==> src/rtl/synch_fifo_pkg.sv <==
// Shared defaults and pointer type for the synchronous FIFO controller.
package synch_fifo_pkg;

  localparam int unsigned DEF_DATA_WIDTH    = 32;
  localparam int unsigned DEF_ADDR_WIDTH    = 4;
  localparam int unsigned DEF_AFULL_THRESH  = 14;
  localparam int unsigned DEF_AEMPTY_THRESH = 2;
  localparam int unsigned DEPTH             = 2 ** DEF_ADDR_WIDTH;

  // One extra MSB distinguishes full from empty when the low bits match.
  typedef logic [DEF_ADDR_WIDTH:0] ptr_t;

endpackage

==> src/rtl/synch_fifo_ctrl_if.sv <==
// Producer/consumer side of the FIFO: push and pop handshakes plus status flags.
interface synch_fifo_ctrl_if
  import synch_fifo_pkg::*;
#(
  parameter int unsigned DATA_WIDTH = DEF_DATA_WIDTH,
  parameter int unsigned ADDR_WIDTH = DEF_ADDR_WIDTH
);

  logic                  push;
  logic [DATA_WIDTH-1:0] push_data;
  logic                  pop;
  logic [DATA_WIDTH-1:0] pop_data;
  logic                  pop_valid;
  logic                  full;
  logic                  empty;
  logic                  almost_full;
  logic                  almost_empty;
  logic [ADDR_WIDTH:0]   count;
  logic                  overflow;
  logic                  underflow;

  modport master (
    output push, push_data, pop,
    input  pop_data, pop_valid, full, empty, almost_full, almost_empty,
           count, overflow, underflow
  );

  modport slave (
    input  push, push_data, pop,
    output pop_data, pop_valid, full, empty, almost_full, almost_empty,
           count, overflow, underflow
  );

endinterface

==> src/rtl/fifo_ptr.sv <==
// Wrapping pointer register with increment enable; used for both FIFO pointers.
module fifo_ptr
  import synch_fifo_pkg::*;
#(
  parameter int unsigned WIDTH = DEF_ADDR_WIDTH + 1
) (
  input  logic             clk,
  input  logic             rst_n,
  input  logic             inc_i,
  output logic [WIDTH-1:0] ptr_o
);

  logic [WIDTH-1:0] ptr_q;
  logic [WIDTH-1:0] ptr_d;

  always_comb begin
    ptr_d = ptr_q;
    if (inc_i) begin
      ptr_d = ptr_q + WIDTH'(1);
    end
  end

  always_ff @(posedge clk or negedge rst_n) begin
    if (!rst_n) begin
      ptr_q <= '0;
    end else begin
      ptr_q <= ptr_d;
    end
  end

  assign ptr_o = ptr_q;

endmodule

==> src/rtl/synch_fifo_ctrl.sv <==
// Single-clock FIFO controller in front of a 16-entry dual-port sram with registered read data.
module synch_fifo_ctrl
  import synch_fifo_pkg::*;
#(
  parameter int unsigned DATA_WIDTH    = DEF_DATA_WIDTH,
  parameter int unsigned ADDR_WIDTH    = DEF_ADDR_WIDTH,
  parameter int unsigned AFULL_THRESH  = DEF_AFULL_THRESH,
  parameter int unsigned AEMPTY_THRESH = DEF_AEMPTY_THRESH
) (
  input  logic                  clk,
  input  logic                  rst_n,
  synch_fifo_ctrl_if.slave      fifo_if,
  output logic                  sram_wren,
  output logic [ADDR_WIDTH-1:0] sram_wrptr,
  output logic [DATA_WIDTH-1:0] sram_wrdata,
  output logic                  sram_rden,
  output logic [ADDR_WIDTH-1:0] sram_rdptr,
  input  logic [DATA_WIDTH-1:0] sram_rddata
);

  localparam logic [ADDR_WIDTH:0] AFULL_LVL  = AFULL_THRESH[ADDR_WIDTH:0];
  localparam logic [ADDR_WIDTH:0] AEMPTY_LVL = AEMPTY_THRESH[ADDR_WIDTH:0];

  logic [ADDR_WIDTH:0] wr_ptr;
  logic [ADDR_WIDTH:0] rd_ptr;
  logic [ADDR_WIDTH:0] count;
  logic                full;
  logic                empty;
  logic                push_ok;
  logic                pop_ok;

  logic overflow_q, overflow_d;
  logic underflow_q, underflow_d;
  logic pop_valid_q, pop_valid_d;

  fifo_ptr #(.WIDTH(ADDR_WIDTH + 1)) u_wr_ptr (
    .clk   (clk),
    .rst_n (rst_n),
    .inc_i (push_ok),
    .ptr_o (wr_ptr)
  );

  fifo_ptr #(.WIDTH(ADDR_WIDTH + 1)) u_rd_ptr (
    .clk   (clk),
    .rst_n (rst_n),
    .inc_i (pop_ok),
    .ptr_o (rd_ptr)
  );

  // Requests are judged on pre-edge flags, so full+push+pop never hits one address twice.
  assign empty   = (wr_ptr == rd_ptr);
  assign full    = (wr_ptr[ADDR_WIDTH-1:0] == rd_ptr[ADDR_WIDTH-1:0]) &&
                   (wr_ptr[ADDR_WIDTH] != rd_ptr[ADDR_WIDTH]);
  assign count   = wr_ptr - rd_ptr;
  assign push_ok = fifo_if.push && !full;
  assign pop_ok  = fifo_if.pop && !empty;

  always_comb begin
    overflow_d  = overflow_q | (fifo_if.push && full);
    underflow_d = underflow_q | (fifo_if.pop && empty);
    pop_valid_d = pop_ok;
  end

  always_ff @(posedge clk or negedge rst_n) begin
    if (!rst_n) begin
      overflow_q  <= 1'b0;
      underflow_q <= 1'b0;
      pop_valid_q <= 1'b0;
    end else begin
      overflow_q  <= overflow_d;
      underflow_q <= underflow_d;
      pop_valid_q <= pop_valid_d;
    end
  end

  assign sram_wren   = push_ok;
  assign sram_wrptr  = wr_ptr[ADDR_WIDTH-1:0];
  assign sram_wrdata = fifo_if.push_data;
  assign sram_rden   = pop_ok;
  assign sram_rdptr  = rd_ptr[ADDR_WIDTH-1:0];

  assign fifo_if.pop_data     = sram_rddata;
  assign fifo_if.pop_valid    = pop_valid_q;
  assign fifo_if.full         = full;
  assign fifo_if.empty        = empty;
  assign fifo_if.almost_full  = (count >= AFULL_LVL);
  assign fifo_if.almost_empty = (count <= AEMPTY_LVL);
  assign fifo_if.count        = count;
  assign fifo_if.overflow     = overflow_q;
  assign fifo_if.underflow    = underflow_q;

endmodule

==> src/flat_wrapper.sv <==
// flat-port wrapper written by rule: the top's interface ports become plain ports
module synch_fifo_ctrl_flat import synch_fifo_pkg::*;
#(
  parameter int unsigned DATA_WIDTH    = DEF_DATA_WIDTH,
  parameter int unsigned ADDR_WIDTH    = DEF_ADDR_WIDTH,
  parameter int unsigned AFULL_THRESH  = DEF_AFULL_THRESH,
  parameter int unsigned AEMPTY_THRESH = DEF_AEMPTY_THRESH
)
  (clk, rst_n, sram_wren, sram_wrptr, sram_wrdata, sram_rden, sram_rdptr, sram_rddata, fifo_if_push, fifo_if_push_data, fifo_if_pop, fifo_if_pop_data, fifo_if_pop_valid, fifo_if_full, fifo_if_empty, fifo_if_almost_full, fifo_if_almost_empty, fifo_if_count, fifo_if_overflow, fifo_if_underflow);
  synch_fifo_ctrl_if #(.DATA_WIDTH(DATA_WIDTH), .ADDR_WIDTH(ADDR_WIDTH)) fifo_if_i ();
  input  logic clk;
  input  logic rst_n;
  output logic sram_wren;
  output logic [ADDR_WIDTH-1:0] sram_wrptr;
  output logic [DATA_WIDTH-1:0] sram_wrdata;
  output logic sram_rden;
  output logic [ADDR_WIDTH-1:0] sram_rdptr;
  input  logic [DATA_WIDTH-1:0] sram_rddata;
  input wire logic [$bits(fifo_if_i.push)-1:0] fifo_if_push;
  input wire logic [$bits(fifo_if_i.push_data)-1:0] fifo_if_push_data;
  input wire logic [$bits(fifo_if_i.pop)-1:0] fifo_if_pop;
  output wire logic [$bits(fifo_if_i.pop_data)-1:0] fifo_if_pop_data;
  output wire logic [$bits(fifo_if_i.pop_valid)-1:0] fifo_if_pop_valid;
  output wire logic [$bits(fifo_if_i.full)-1:0] fifo_if_full;
  output wire logic [$bits(fifo_if_i.empty)-1:0] fifo_if_empty;
  output wire logic [$bits(fifo_if_i.almost_full)-1:0] fifo_if_almost_full;
  output wire logic [$bits(fifo_if_i.almost_empty)-1:0] fifo_if_almost_empty;
  output wire logic [$bits(fifo_if_i.count)-1:0] fifo_if_count;
  output wire logic [$bits(fifo_if_i.overflow)-1:0] fifo_if_overflow;
  output wire logic [$bits(fifo_if_i.underflow)-1:0] fifo_if_underflow;
  assign fifo_if_i.push = fifo_if_push;
  assign fifo_if_i.push_data = fifo_if_push_data;
  assign fifo_if_i.pop = fifo_if_pop;
  assign fifo_if_pop_data = fifo_if_i.pop_data;
  assign fifo_if_pop_valid = fifo_if_i.pop_valid;
  assign fifo_if_full = fifo_if_i.full;
  assign fifo_if_empty = fifo_if_i.empty;
  assign fifo_if_almost_full = fifo_if_i.almost_full;
  assign fifo_if_almost_empty = fifo_if_i.almost_empty;
  assign fifo_if_count = fifo_if_i.count;
  assign fifo_if_overflow = fifo_if_i.overflow;
  assign fifo_if_underflow = fifo_if_i.underflow;
  synch_fifo_ctrl #(.DATA_WIDTH(DATA_WIDTH), .ADDR_WIDTH(ADDR_WIDTH), .AFULL_THRESH(AFULL_THRESH), .AEMPTY_THRESH(AEMPTY_THRESH)) u_core (.clk(clk), .rst_n(rst_n), .fifo_if(fifo_if_i), .sram_wren(sram_wren), .sram_wrptr(sram_wrptr), .sram_wrdata(sram_wrdata), .sram_rden(sram_rden), .sram_rdptr(sram_rdptr), .sram_rddata(sram_rddata));
endmodule
==> config.mk <==
export PLATFORM = sky130hd
export DESIGN_NAME = synch_fifo_ctrl_flat
export DESIGN_NICKNAME = d
export VERILOG_FILES = /design/src/rtl/synch_fifo_pkg.sv /design/src/rtl/synch_fifo_ctrl_if.sv /design/src/rtl/fifo_ptr.sv /design/src/rtl/synch_fifo_ctrl.sv /design/src/flat_wrapper.sv
export SDC_FILE = /design/constraint.sdc
export NUM_CORES = 1
export LEC_CHECK = 0
export ABC_AREA = 0
export BUFFER_PORTS_ARGS = -buffer_cell sky130_fd_sc_hd__buf_2
export CORE_MARGIN = 3
export CORE_UTILIZATION = 34
export CTS_BUF_LIST = sky130_fd_sc_hd__clkbuf_16
export DETAILED_ROUTE_END_ITERATION = 16
export PLACE_DENSITY_LB_ADDON = 0.1
export SLEW_MARGIN = 20
export SYNTH_ARGS = -nofsm -noshare
export SYNTH_HDL_FRONTEND = slang
export SYNTH_SLANG_ARGS = --single-unit
==> constraint.sdc <==
create_clock -name clk -period 1.9 [get_ports clk]
set_input_delay 0.095 -clock clk [delete_from_list [all_inputs] [get_ports clk]]
set_output_delay 0.095 -clock clk [all_outputs]
set_load 0.02 [all_outputs]
### Yosys cells after proc, flatten, opt, wreduce, memory -nomap -nowiden

Index checks and enable logic that the tools add are counted.

| word-level totals | value |
|---|---|
| flip-flop bits (word level) | 13 |
| bits of input ports | 68 |
| output and inout port bits | 86 |
| logic and storage cells | 22 |

| cells by class | value |
|---|---|
| add/subtract/negate cells | 3 |
| order comparisons | 2 |
| eq/ne operators | 3 |
| bitwise logic cells | 2 |
| reductions and logical operators | 7 |

Operator list:

| kind | number |
|---|---|
| $add A5 B1 Y5 const B | 2 |
| $eq A5 B5 Y1 | 1 |
| $ge A5 B4 Y1 const B | 1 |
| $le A5 B2 Y1 const B | 1 |
| $logic_and A1 B1 Y1 | 5 |
| $sub A5 B5 Y5 | 1 |
| $eq A4 B4 Y1 | 1 |
| $logic_not A1 Y1 | 2 |
| $or A1 B1 Y1 | 2 |
| $ne A1 B1 Y1 | 1 |

### Depth between registers and ports, before layout

| logic depth | value |
|---|---|
| depth in word-level cells | 4 |
| gate-level depth with buffers | 7 |
| mapped depth without buffers | 7 |

### By module

Synthesis repeated with hierarchy kept, for this count alone.

| unflattened totals | value |
|---|---|
| cell total of the unflattened synthesis | 129 |
| area total of the unflattened synthesis | 1204.9 um2 |

By module, submodules not included:

| module | times used | cells an instance | area each (um2) | sequential area each (um2) |
|---|---|---|---|---|
| synch_fifo_ctrl | 1 | 101 | 804.5 | 75.1 |
| fifo_ptr | 2 | 14 | 200.2 | 125.1 |

### Worst setup path before layout

No wires, ideal clock.

| path | value |
|---|---|
| path type | reg2out |
| from | register u_core.u_wr_ptr.ptr_q[0], in the netlist u_core.u_wr_ptr.ptr_o[0] |
| to | output fifo_if_almost_full |
| arrival time | 1.930 ns |
| required time | 1.805 ns |
| path slack | -0.125 ns |
| cell stages (with the launch flop) | 8 |
| buffers on the path | 0 |
| cells stage by stage | dfrtp_1 -> inv_1 -> ha_1 -> inv_1 -> fa_1 -> xor2_1 -> and2_1 -> a32o_1 |

| between the ends | value |
|---|---|
| longest elaborated chain between the ends | 2 |

Ends and longest elaborated chain:

| element | RTL line | RTL |
|---|---|---|
| from (decl) | fifo_ptr.sv:13 | `logic [WIDTH-1:0] ptr_q;` |
| from (signal assigned) | fifo_ptr.sv:27 | `ptr_q <= ptr_d;` |
| $sub A5 B5 Y5 | synch_fifo_ctrl.sv:54 | `assign count = wr_ptr - rd_ptr;` |
| via fifo_if_count[2] | flat_wrapper.sv:28 | `output wire logic [$bits(fifo_if_i.count)-1:0] fifo_if_count;` |
| $ge A5 B4 Y1 | synch_fifo_ctrl.sv:86 | `assign fifo_if.almost_full = (count >= AFULL_LVL);` |
| to (decl) | flat_wrapper.sv:26 | `output wire logic [$bits(fifo_if_i.almost_full)-1:0] fifo_if_almost_full;` |

The timed path passes the listed nets, and every way through them passes these cells.

### Final worst setup path

| path | value |
|---|---|
| from | register u_core.u_wr_ptr.ptr_q[0], in the netlist u_core.u_wr_ptr.ptr_o[0] |
| to | output fifo_if_almost_empty |

| between the ends | value |
|---|---|
| longest elaborated chain between the ends | 2 |

Ends and longest elaborated chain:

| element | RTL line | RTL |
|---|---|---|
| $sub A5 B5 Y5 | synch_fifo_ctrl.sv:54 |  |
| $le A5 B2 Y1 | synch_fifo_ctrl.sv:87 | `assign fifo_if.almost_empty = (count <= AEMPTY_LVL);` |
| to (decl) | flat_wrapper.sv:27 | `output wire logic [$bits(fifo_if_i.almost_empty)-1:0] fifo_if_almost_empty;` |

No other way between the ends.

==> flow_summary.toml <==
[run_status]
outcome = "finished, violations left"
violations = "negative setup slack"

[cells_and_area]
instances_no_fill = 168
area_growth_pct = -3.429
fill_cells = 413
fin_area_mm2 = 0.001304
nNetsFinal = 196
antenna_cells = 0
seq_area_um2 = 325.3
drive_gt1_frac = 0.5500
multi_input_area_um2 = 515.5

[routing]
dr.pass1.iters = 3
drt-total-wl_um = 2531
vias_per_cell = 4.774
remaining_drc_errors = 0
initialDrtViolationCount = 3
vias = 802
ant_nets = 0
routedWlPerCell_um = 15.07

[clock_tree]
clockBufferDepth = 2
cts_tree = "built"
clk_pin_slew_ns = 0.04
clock_sinks = 13
clockRootBuffer = "clkbuf_16"
insertion_delay_ns = 0.24
cts_buffers = 3
htreeDepth = 1

[placement]
dp.cells = 159
routabilityCongestion = 0.7829
placed_area_mm2 = 0.001119
dp_hpwl_um = 1942
port_buffers = 25

[sta]
clock_skew_ns = 0.003130
fmax_ghz = 0.4932
setup_viol = 3
hold_viol = 0
slew_headroom = 0.7185
slew_violations = 0
rsz0062_at_grt = "true"
tightest_slew_ns = 0.4220
fin_ws_ns = -0.1278
tns_ns = -0.3264
finalCritPeriodShare = 1.067
period_minus_slack_ns = 2.028

[critical_path]
endpoint_kind = "output port"
critical_path.max_fanout = 3
slowest_delay_ns = 0.37
rr_worst_depth = 6
crit_type = "register to output port"
crit_chain = "inv_1 -> ha_2 -> buf_4 -> and3b_1 -> or3_4 -> a221oi_4 -> buf_6"
start_kind = "register"
slowest_stage = "dfrtp_1"
cp.required_ns = 1.80
crit_arrival_ns = 1.93

[yosys]
async_reset_ff_frac = 1.000
yosys_register_bits = 13
yosysMostFrequentCell = "buf_4"
syn_area_per_cell_um2 = 9.375
ys_seq_area_frac = 0.2410
synth_common_cells = "72 x buf_4, 13 x dfrtp_1, 9 x xnor2_1, 8 x inv_1, 6 x ha_1"
synth_flop_cell = "dfrtp_1"
synthCells = 144
synth_fp_nets = 219
synthTopCellsByArea = "buf_4 40%, dfrtp_1 24%, xnor2_1 5.8%"
ys_warn_count = 0
ys_types = 27
synth_edf_count = 0
synth_area_leader_cell = "buf_4"
synth_top_area_frac = 0.4004
syn-cell-area_mm2 = 0.001350

[floorplan]
fp.dieH_um = 69.02
dieArea_mm2 = 0.004763
pin_count = 154
placementRows = 22
die-width_um = 69.02
coreArea_mm2 = 0.003744
start_util = 0.3606

[power]
power_density_mw_per_mm2 = 2918
p_leak_nw = 0.6302
ir_worst_vdd_v = 0.0008906

[min_path]
hold_depth = 2
hold_path.class = "input port to register"

[global_route]
antenna_found_initial = 0
grt_pass1_wl_um = 4436
grt_pass1_vias = 910
grt_max_degree = 14
track_usage = 0.1128
grt_overflow_total = 0

[run]
max-cap-violations = 0
-- registers in the layout, indices dropped and copies added (netlist names) --
signal,cells
u_core.u_rd_ptr.ptr_o,5
u_core.u_wr_ptr.ptr_o,5
u_core.fifo_if.overflow,1
u_core.fifo_if.pop_valid,1
u_core.fifo_if.underflow,1
-- critical path: cells and delay by family (launching register included) --
family,cells,cell delay (ns)
buf+inv,3,0.32
fa+ha+maj,1,0.18
compound gates,1,0.30
flops,1,0.37
simple gates,2,0.53
-- cell type report --
cell class | instances | area share
Clock buffer | 3 | 0.05758
Inverter | 8 | 0.02303
Timing Repair Buffer | 44 | 0.2255
Tap cell | 48 | 0.04607
Sequential cell | 13 | 0.2495
Multi-Input combinational cell | 51 | 0.3954
Clock inverter | 1 | 0.002879
-- stage by stage --
| stage | power (mW) | hold slack, ns | util | setup WS, ns |
|---|---|---|---|---|
| 2_1_floorplan | 2.447 | -0.2006 | - | -0.003140 |
| 5_1_grt | 4.164 | 0.1535 | 0.3483 | -0.2367 |
| 6_report | 3.804 | 0.1412 | 0.3483 | -0.1278 |
| 3_3_place_gp | 2.976 | 0.01237 | 0.2988 | -0.001409 |
| 3_5_place_dp | 2.970 | 0.01425 | 0.2988 | -0.03406 |
| 4_1_cts | 3.732 | 0.1292 | 0.3446 | -0.1921 |
-- final timing paths --
path	startpoint	end	slack, ns
hold reg to reg	u_core.fifo_if.overflow$_DFF_PN0_	u_core.fifo_if.overflow$_DFF_PN0_	0.46
setup reg to reg	u_core.u_rd_ptr.ptr_o[1]$_DFFE_PN0P_	u_core.u_wr_ptr.ptr_o[1]$_DFFE_PN0P_	0.26
setup / recovery	u_core.u_wr_ptr.ptr_o[0]$_DFFE_PN0P_	fifo_if_almost_empty	-0.13
hold / removal	fifo_if_push	u_core.fifo_if.overflow$_DFF_PN0_	0.14
max in group asynchronous	rst_n	u_core.u_wr_ptr.ptr_o[1]$_DFFE_PN0P_	1.39
min in group asynchronous	rst_n	u_core.fifo_if.underflow$_DFF_PN0_	0.27
-- report_power, final --
part / switching [mW] / total, mW / internal [mW] / leakage (nW)
Clock: 0.117 / 0.395 / 0.278 / 0.0423
Sequential: 0.100 / 0.514 / 0.414 / 0.151
Combinational: 1.49 / 2.89 / 1.40 / 0.437
Total: 1.71 / 3.80 / 2.09 / 0.630
-- metal layers --
layer,GRT usage,vias up,share of wire
met5,0,-,0
met4,0.05423,0,0.021
met3,0.07872,14,0.14
met2,0.1727,69,0.48
met1,0.1164,368,0.36
li1,-,351,-
-- what timing repair did --
item,4_1_cts,5_1_grt
hold endpoints to repair,13,0
buffers inserted,4,0
hold buffers,1,0
setup endpoints to repair,6,7
pin swaps,5,3
resized for setup,14,5
-- kinds of logic (layout without fill, tap and decap cells) --
| logic type | Yosys count | after routing | share of synthesized area |
|---|---|---|---|
| muxes | 2 | 2 | 0.01946 |
| and+or+nand+nor | 14 | 14 | 0.06673 |
| adders and majority gates | 7 | 7 | 0.07043 |
| buffers and inverters | 80 | 56 | 0.4226 |
| xor gates and xnor gates | 11 | 11 | 0.07693 |
| AOI/OAI and AO/OA | 17 | 17 | 0.1029 |
| DFF | 13 | 13 | 0.2410 |
-- layout by cell type, fill, tap and decap left out, drive strengths merged, types with 2 or more instances in the layout --
| cell type | synthesis | final |
|---|---|---|
| a21o | 5 | 5 |
| and2 | 5 | 5 |
| and3 | 2 | 2 |
| buf | 72 | 43 |
| clkbuf | 0 | 3 |
| dfrtp | 13 | 13 |
| ha | 6 | 6 |
| inv | 8 | 9 |
| mux2 | 2 | 2 |
| nand3 | 2 | 2 |
| nor2 | 2 | 2 |
| o2111ai | 2 | 2 |
| o211ai | 4 | 4 |
| o21ai | 3 | 3 |
| xnor2 | 9 | 9 |
| xor2 | 2 | 2 |
Note: power is estimated with default switching activity, not from simulation.
